`config.mk`:
```
export PLATFORM = sky130hd
export DESIGN_NAME = gated_click_counter
export DESIGN_NICKNAME = d
export VERILOG_FILES = /design/src/rtl/nv_ctrl_pkg.sv /design/src/rtl/click_edge_sync.sv /design/src/rtl/gated_click_counter.sv
export SDC_FILE = /design/constraint.sdc
export NUM_CORES = 1
export LEC_CHECK = 0
export ABC_AREA = 1
export BUFFER_PORTS_ARGS = -buffer_cell sky130_fd_sc_hd__buf_2
export CORE_ASPECT_RATIO = 1.25
export CORE_MARGIN = 4
export CORE_UTILIZATION = 52
export CTS_CLUSTER_SIZE = 25
export DETAILED_ROUTE_END_ITERATION = 10
export GPL_TIMING_DRIVEN = 0
export PLACE_DENSITY = 0.72
export SETUP_SLACK_MARGIN = 0.3
export SLEW_MARGIN = 20
export SYNTH_ARGS = -nofsm -noshare
export SYNTH_HDL_FRONTEND = slang
export SYNTH_HIERARCHICAL = 1
export SYNTH_SLANG_ARGS = --single-unit
```
`constraint.sdc`:
```
create_clock -name clk -period 4.25 [get_ports clk]
set_input_delay 0.6375 -clock clk [delete_from_list [all_inputs] [get_ports clk]]
set_output_delay 0.6375 -clock clk [all_outputs]
set_load 0.1 [all_outputs]
```
`src/rtl/nv_ctrl_pkg.sv`:
```
// -----------------------------------------------------------------------------
// nv_ctrl_pkg
//   Shared definitions for the NV controller photon-counting blocks:
//   FSM state encoding of the gated click counter, the minimum synchroniser
//   depth, and a helper that locates a channel field in a flattened bus.
// -----------------------------------------------------------------------------
package nv_ctrl_pkg;

   typedef enum logic [1:0] {
      ST_IDLE  = 2'd0,
      ST_COUNT = 2'd1,
      ST_DONE  = 2'd2
   } state_t;

   localparam int unsigned MIN_SYNC_STAGES = 2;

   // LSB position of channel ch in a bus packing channels of width w.
   function automatic int unsigned ch_lsb(input int unsigned ch, input int unsigned w);
      return ch * w;
   endfunction

endpackage

```
`src/rtl/click_edge_sync.sv`:
```
// -----------------------------------------------------------------------------
// click_edge_sync
//   One detector channel: multi-flop synchroniser for the asynchronous click,
//   rising-edge detector, and (with CLICK_DEADTIME_EN defined) a dead-time
//   filter that discards edges for DEADTIME cycles after each counted edge.
//   Configuration macro: CLICK_DEADTIME_EN.
// Ports
//   clk          in  system clock
//   reset        in  synchronous, active-high reset
//   i_click      in  asynchronous detector pulse
//   i_count_en   in  (dead-time build) the emitted edge is being counted
//   i_clear      in  (dead-time build) gate start, clears the dead-time counter
//   o_edge       out one-cycle rising-edge strobe, clk domain
// -----------------------------------------------------------------------------
module click_edge_sync
   import nv_ctrl_pkg::*;
#(
   parameter int unsigned SYNC_STAGES = 2
`ifdef CLICK_DEADTIME_EN
   , parameter int unsigned DEADTIME  = 4
`endif
) (
   input  logic clk,
   input  logic reset,
   input  logic i_click,
`ifdef CLICK_DEADTIME_EN
   input  logic i_count_en,
   input  logic i_clear,
`endif
   output logic o_edge
);

   localparam int unsigned STAGES =
      (SYNC_STAGES < MIN_SYNC_STAGES) ? MIN_SYNC_STAGES : SYNC_STAGES;

   logic [STAGES-1:0] r_sync;
   logic              r_prev;
   logic              w_raw_edge;

   always_ff @(posedge clk) begin
      if (reset) begin
         r_sync <= '0;
         r_prev <= 1'b0;
      end else begin
         r_sync <= {r_sync[STAGES-2:0], i_click};
         r_prev <= r_sync[STAGES-1];
      end
   end

   assign w_raw_edge = r_sync[STAGES-1] & ~r_prev;

`ifdef CLICK_DEADTIME_EN
   localparam int unsigned DT_W = (DEADTIME < 1) ? 1 : $clog2(DEADTIME + 1);

   logic [DT_W-1:0] r_dt;

   // Only edges that are actually counted arm the hold-off; the counter then
   // blocks the following DEADTIME cycles.
   always_ff @(posedge clk) begin
      if (reset || i_clear) begin
         r_dt <= '0;
      end else if (o_edge && i_count_en) begin
         r_dt <= DT_W'(DEADTIME);
      end else if (r_dt != '0) begin
         r_dt <= r_dt - 1'b1;
      end
   end

   assign o_edge = w_raw_edge & (r_dt == '0);
`else
   assign o_edge = w_raw_edge;
`endif

endmodule

```
`src/rtl/gated_click_counter.sv`:
```
// -----------------------------------------------------------------------------
// gated_click_counter
//   Multi-channel gated photon-click counter. Clicks are synchronised and
//   edge-detected per channel, rising edges are counted (saturating) during a
//   gate window of gate_cycles clk cycles, and at gate end the counts are
//   snapshotted and held behind a valid/ready handshake.
//   Configuration macro: CLICK_DEADTIME_EN (per-channel dead-time filter).
// Ports
//   clk          in  system clock
//   reset        in  synchronous, active-high reset
//   click        in  [NUM_CH]        asynchronous detector pulses
//   gate_start   in  open a gate window (accepted in IDLE only)
//   gate_cycles  in  [GATE_W]        gate length, 0 treated as 1
//   busy         out gate open or result pending
//   out_valid    out snapshot available
//   out_ready    in  consumer accepts snapshot
//   out_count    out [NUM_CH*CNT_W]  channel i at [i*CNT_W +: CNT_W]
//   out_ovf      out [NUM_CH]        channel saturated during the gate
// -----------------------------------------------------------------------------
module gated_click_counter
   import nv_ctrl_pkg::*;
#(
   parameter int unsigned NUM_CH      = 2,
   parameter int unsigned CNT_W       = 16,
   parameter int unsigned GATE_W      = 24,
   parameter int unsigned SYNC_STAGES = 2
`ifdef CLICK_DEADTIME_EN
   , parameter int unsigned DEADTIME  = 4
`endif
) (
   input  logic                    clk,
   input  logic                    reset,
   input  logic [NUM_CH-1:0]       click,
   input  logic                    gate_start,
   input  logic [GATE_W-1:0]       gate_cycles,
   output logic                    busy,
   output logic                    out_valid,
   input  logic                    out_ready,
   output logic [NUM_CH*CNT_W-1:0] out_count,
   output logic [NUM_CH-1:0]       out_ovf
);

   state_t                  r_state;
   state_t                  w_state_nxt;
   logic [GATE_W-1:0]       r_left;
   logic [CNT_W-1:0]        r_cnt     [NUM_CH];
   logic [CNT_W-1:0]        w_cnt_nxt [NUM_CH];
   logic [NUM_CH-1:0]       r_ovf;
   logic [NUM_CH-1:0]       w_ovf_nxt;
   logic [NUM_CH*CNT_W-1:0] w_snap_count;
   logic [NUM_CH*CNT_W-1:0] r_out_count;
   logic [NUM_CH-1:0]       r_out_ovf;
   logic [NUM_CH-1:0]       w_edge;
   logic                    w_start;
   logic                    w_counting;
   logic                    w_last;

   assign w_start    = (r_state == ST_IDLE) && gate_start;
   assign w_counting = (r_state == ST_COUNT);
   assign w_last     = w_counting && (r_left == GATE_W'(1));

   for (genvar g = 0; g < NUM_CH; g++) begin : g_ch
      click_edge_sync #(
         .SYNC_STAGES (SYNC_STAGES)
`ifdef CLICK_DEADTIME_EN
         , .DEADTIME  (DEADTIME)
`endif
      ) u_sync (
         .clk        (clk),
         .reset      (reset),
         .i_click    (click[g]),
`ifdef CLICK_DEADTIME_EN
         .i_count_en (w_counting),
         .i_clear    (w_start),
`endif
         .o_edge     (w_edge[g])
      );
   end

   // Saturating increment; the snapshot bus carries the post-increment values
   // so edges of the final gate cycle are included.
   always_comb begin
      w_snap_count = '0;
      w_ovf_nxt    = r_ovf;
      for (int unsigned i = 0; i < NUM_CH; i++) begin
         w_cnt_nxt[i] = r_cnt[i];
         if (w_edge[i]) begin
            if (r_cnt[i] == '1) begin
               w_ovf_nxt[i] = 1'b1;
            end else begin
               w_cnt_nxt[i] = r_cnt[i] + 1'b1;
            end
         end
         w_snap_count[ch_lsb(i, CNT_W) +: CNT_W] = w_cnt_nxt[i];
      end
   end

   always_comb begin
      w_state_nxt = r_state;
      case (r_state)
         ST_IDLE:  if (gate_start) w_state_nxt = ST_COUNT;
         ST_COUNT: if (w_last)     w_state_nxt = ST_DONE;
         ST_DONE:  if (out_ready)  w_state_nxt = ST_IDLE;
         default:                  w_state_nxt = ST_IDLE;
      endcase
   end

   always_ff @(posedge clk) begin
      if (reset) begin
         r_state     <= ST_IDLE;
         r_left      <= '0;
         r_ovf       <= '0;
         r_out_count <= '0;
         r_out_ovf   <= '0;
         for (int unsigned i = 0; i < NUM_CH; i++) begin
            r_cnt[i] <= '0;
         end
      end else begin
         r_state <= w_state_nxt;
         if (w_start) begin
            r_left <= (gate_cycles == '0) ? GATE_W'(1) : gate_cycles;
            r_ovf  <= '0;
            for (int unsigned i = 0; i < NUM_CH; i++) begin
               r_cnt[i] <= '0;
            end
         end else if (w_counting) begin
            r_left <= r_left - 1'b1;
            r_ovf  <= w_ovf_nxt;
            for (int unsigned i = 0; i < NUM_CH; i++) begin
               r_cnt[i] <= w_cnt_nxt[i];
            end
            if (w_last) begin
               r_out_count <= w_snap_count;
               r_out_ovf   <= w_ovf_nxt;
            end
         end
      end
   end

   assign busy      = (r_state != ST_IDLE);
   assign out_valid = (r_state == ST_DONE);
   assign out_count = r_out_count;
   assign out_ovf   = r_out_ovf;

endmodule

```
==> metrics.txt <==
critical path class input pin to flop; Rows 42; Clock Skews between 8 and 9 ps; Worst setup SP type input pin; antenna-violating nets left 0; synthesis-stage register bit count 100; Die Y 125.0 um; # setup viols final 0; Fillers between 1000 and 1500; Detailed Routing Iterations Pass 1 5; initial drt markers 320; DP HPWL between 10 and 15 mm; Syn-to-layout area delta 14.53%; CTS tree built; sequential cell area 0.002322 mm2; most frequent cells in the layout nand2_1, nor2_1, inv_1; Final Max Slew Viols 0; final worst path period share 0.5160; largest net degree at the start of global routing 30; Final #Nets approximately 950; hold_buf cts 0; Yosys cell types 34; Hold Crit Class flop to flop; global-route wire length before repair about 26 mm; Total Die Area ~0.013 mm2; power per cell area ~360 mW/mm2; GR Util All Layers 0.2545; Leak between 3 and 4 nW; vias after detailed routing about 5800; IO Pins 66; number of vias per cell between 5 and 6; share of layout cells above drive strength 1 0.1178; commonest non-fill, non-tap cell in the layout nand2_1; Starting Density 0.5335; CP peak stage delay about 520 ps; DIE WIDTH around 100 um; worst-margin pin slew 701.3 ps; CP max FO 12; Cells after Synth between 800 and 900; CTS Buf Count 9; # DRC 0; root buf cell clkbuf_16; syn nets just under 900; number of port buffers between 60 and 70; Bufs on Longest Clock Path 2; Syn Std Cell Area ~0.0057 mm2; FMAX 456.0 MHz; clk slew on worst S/H paths about 70 ps; Fin Setup TNS 0 ps; status completed; Routability Congestion slightly above 0.9; area occupied by multi-input gates 0.002840 mm2; CTS Sinks 100; Slew headroom 0.5325; antenna cells 0; Top delay family on crit path buffers and inverters; final wirelength around 16 mm; CP max-delay cell clkbuf_1; RSZ-0062 raised after global routing no; initial antenna violation count 0; ys async rst share 0; core footprint around 0.011 mm2; Setup Fix Bufs, Post-CTS 0; htree depth 3; Peak VDD IR about 0.00021 V; vias in the first global route about 5600; number of synthesized flops with an enable pin 32; register area share after synthesis 0.4080; Crit path top cell by count clkbuf_1; Post-CTS Resized 0; max cap viols 0; Fin. Hold Viols 0; crit-path cells buf_2 -> inv_1 -> nand2_1 -> clkbuf_1 -> clkbuf_1 -> a21oi_1; worst hold margin between 400 and 500 ps; fin crit period 2193 ps; Bufs and invs on worst path 4; Synth Warn # 6; Critical Path AT between 2000 and 2500 ps; per-cell routed wire length around 15 um; Syn Area/Cell slightly below 7 um2; Data required, critical path between 4000 and 5000 ps; GRT Residual Overflow 0; Skew-Pair Late Insertion Delay between 300 and 400 ps; CP endpoint kind flop; dominant synthesized flop cell dfxtp_1
## routing by layer
metal,part of all wire,track usage,routed length [um]
met2,0.50,0.4357,7893
met4,0.045,0.1166,703
met5,0,0,0
met3,0.068,0.04680,1067
met1,0.39,0.3045,6086
## power by group
| part | total (W) | internal (W) | leakage [nW] | switching [W] |
|---|---|---|---|---|
| Sequential | 0.00110 | 0.00104 | 0.907 | 0.0000593 |
| Clock | 0.000861 | 0.000496 | 0.152 | 0.000365 |
| Combinational | 0.000387 | 0.000118 | 1.99 | 0.000269 |
## sequential cells by signal (all words and copies together) (netlist names)
name                flops
g_ch.u_sync/r_prev      2
r_cnt                  32
r_ovf                   2
r_state                 2
g_ch.u_sync/r_sync      4
out_ovf                 2
r_left                 24
out_count              32
## synth_stat cells (2+ instances only)
cell type | count | area, um2
dfxtp_1 | 68 | 1361
clkbuf_1 | 16 | 60.06
o21ai_0 | 54 | 270.3
nand3_1 | 77 | 385.4
o211ai_1 | 5 | 37.54
edfxtp_1 | 32 | 960.9
nand2_1 | 202 | 758.2
nor2_4 | 2 | 22.52
a211oi_1 | 4 | 30.03
buf_4 | 2 | 15.01
o21ai_1 | 4 | 20.02
nor2_2 | 11 | 68.82
a21oi_1 | 49 | 245.2
nand3b_1 | 10 | 75.07
inv_1 | 108 | 405.4
xnor2_1 | 2 | 17.52
nor3_1 | 3 | 15.01
o21bai_1 | 2 | 15.01
xor2_1 | 8 | 70.07
buf_6 | 2 | 22.52
nor2_1 | 141 | 529.3
nand2_2 | 3 | 18.77
nand4_1 | 21 | 131.4
buf_2 | 4 | 20.02
ha_1 | 4 | 50.05
## path summary, 6_finish.rpt
check	cells after the start	slack, ps	endpoint	startpoint
max	6	2060	r_cnt[0][19]$_SDFFCE_PN0P_	reset
max reg2reg	6	2160	r_cnt[0][19]$_SDFFCE_PN0P_	r_state[0]$_SDFFE_PP0P_
min	2	430	g_ch[0].u_sync/r_sync[1]$_SDFF_PP0_	g_ch[0].u_sync/r_sync[0]$_SDFF_PP0_
min reg2reg	2	430	g_ch[0].u_sync/r_sync[1]$_SDFF_PP0_	g_ch[0].u_sync/r_sync[0]$_SDFF_PP0_
## kinds of logic (layout without fill, tap and decap cells)
logic type      after synthesis  after routing  share of synthesized area
xor+xnor                     10             10                    0.01539
fa+ha+maj                     4              4                   0.008793
compound gates              122            122                     0.1145
flops                       100            100                     0.4080
simple gates                473            473                     0.3599
buf+inv                     134            216                    0.09343
## through the flow
stage | instances | area (um2) | setup WS [ps] | utilization | total power (W)
final | 1057 | 6519 | 2057 | 0.6111 | 0.002352
after global routing | 1057 | 6519 | 1918 | 0.6111 | 0.002468
after CTS | 1057 | 6519 | 2032 | 0.6111 | 0.002351
after detailed placement | 1041 | 6205 | 1696 | 0.5816 | 0.001503
after global placement | 1040 | 6182 | 1035 | 0.5795 | 0.001490
after floorplan | 843 | 5692 | 1946 | - | 0.001383
## worst reg2reg max path, cell delays in order, from the launching register on
cell and delay (ps):
dfxtp_1 310, inv_1 100, nor2_2 100, nand2_1 210, clkbuf_1 520, clkbuf_1 480
a21oi_1 90
## cell type report
cell class / instances / area share
Clock buffer: 12 / 0.03954
Timing Repair Buffer: 66 / 0.05298
Inverter: 110 / 0.06353
Multi-Input combinational cell: 609 / 0.4357
Tap cell: 132 / 0.02534
Buffer: 24 / 0.01804
Clock inverter: 4 / 0.008637
Sequential cell: 100 / 0.3562
(Power assumes the default switching activity.)
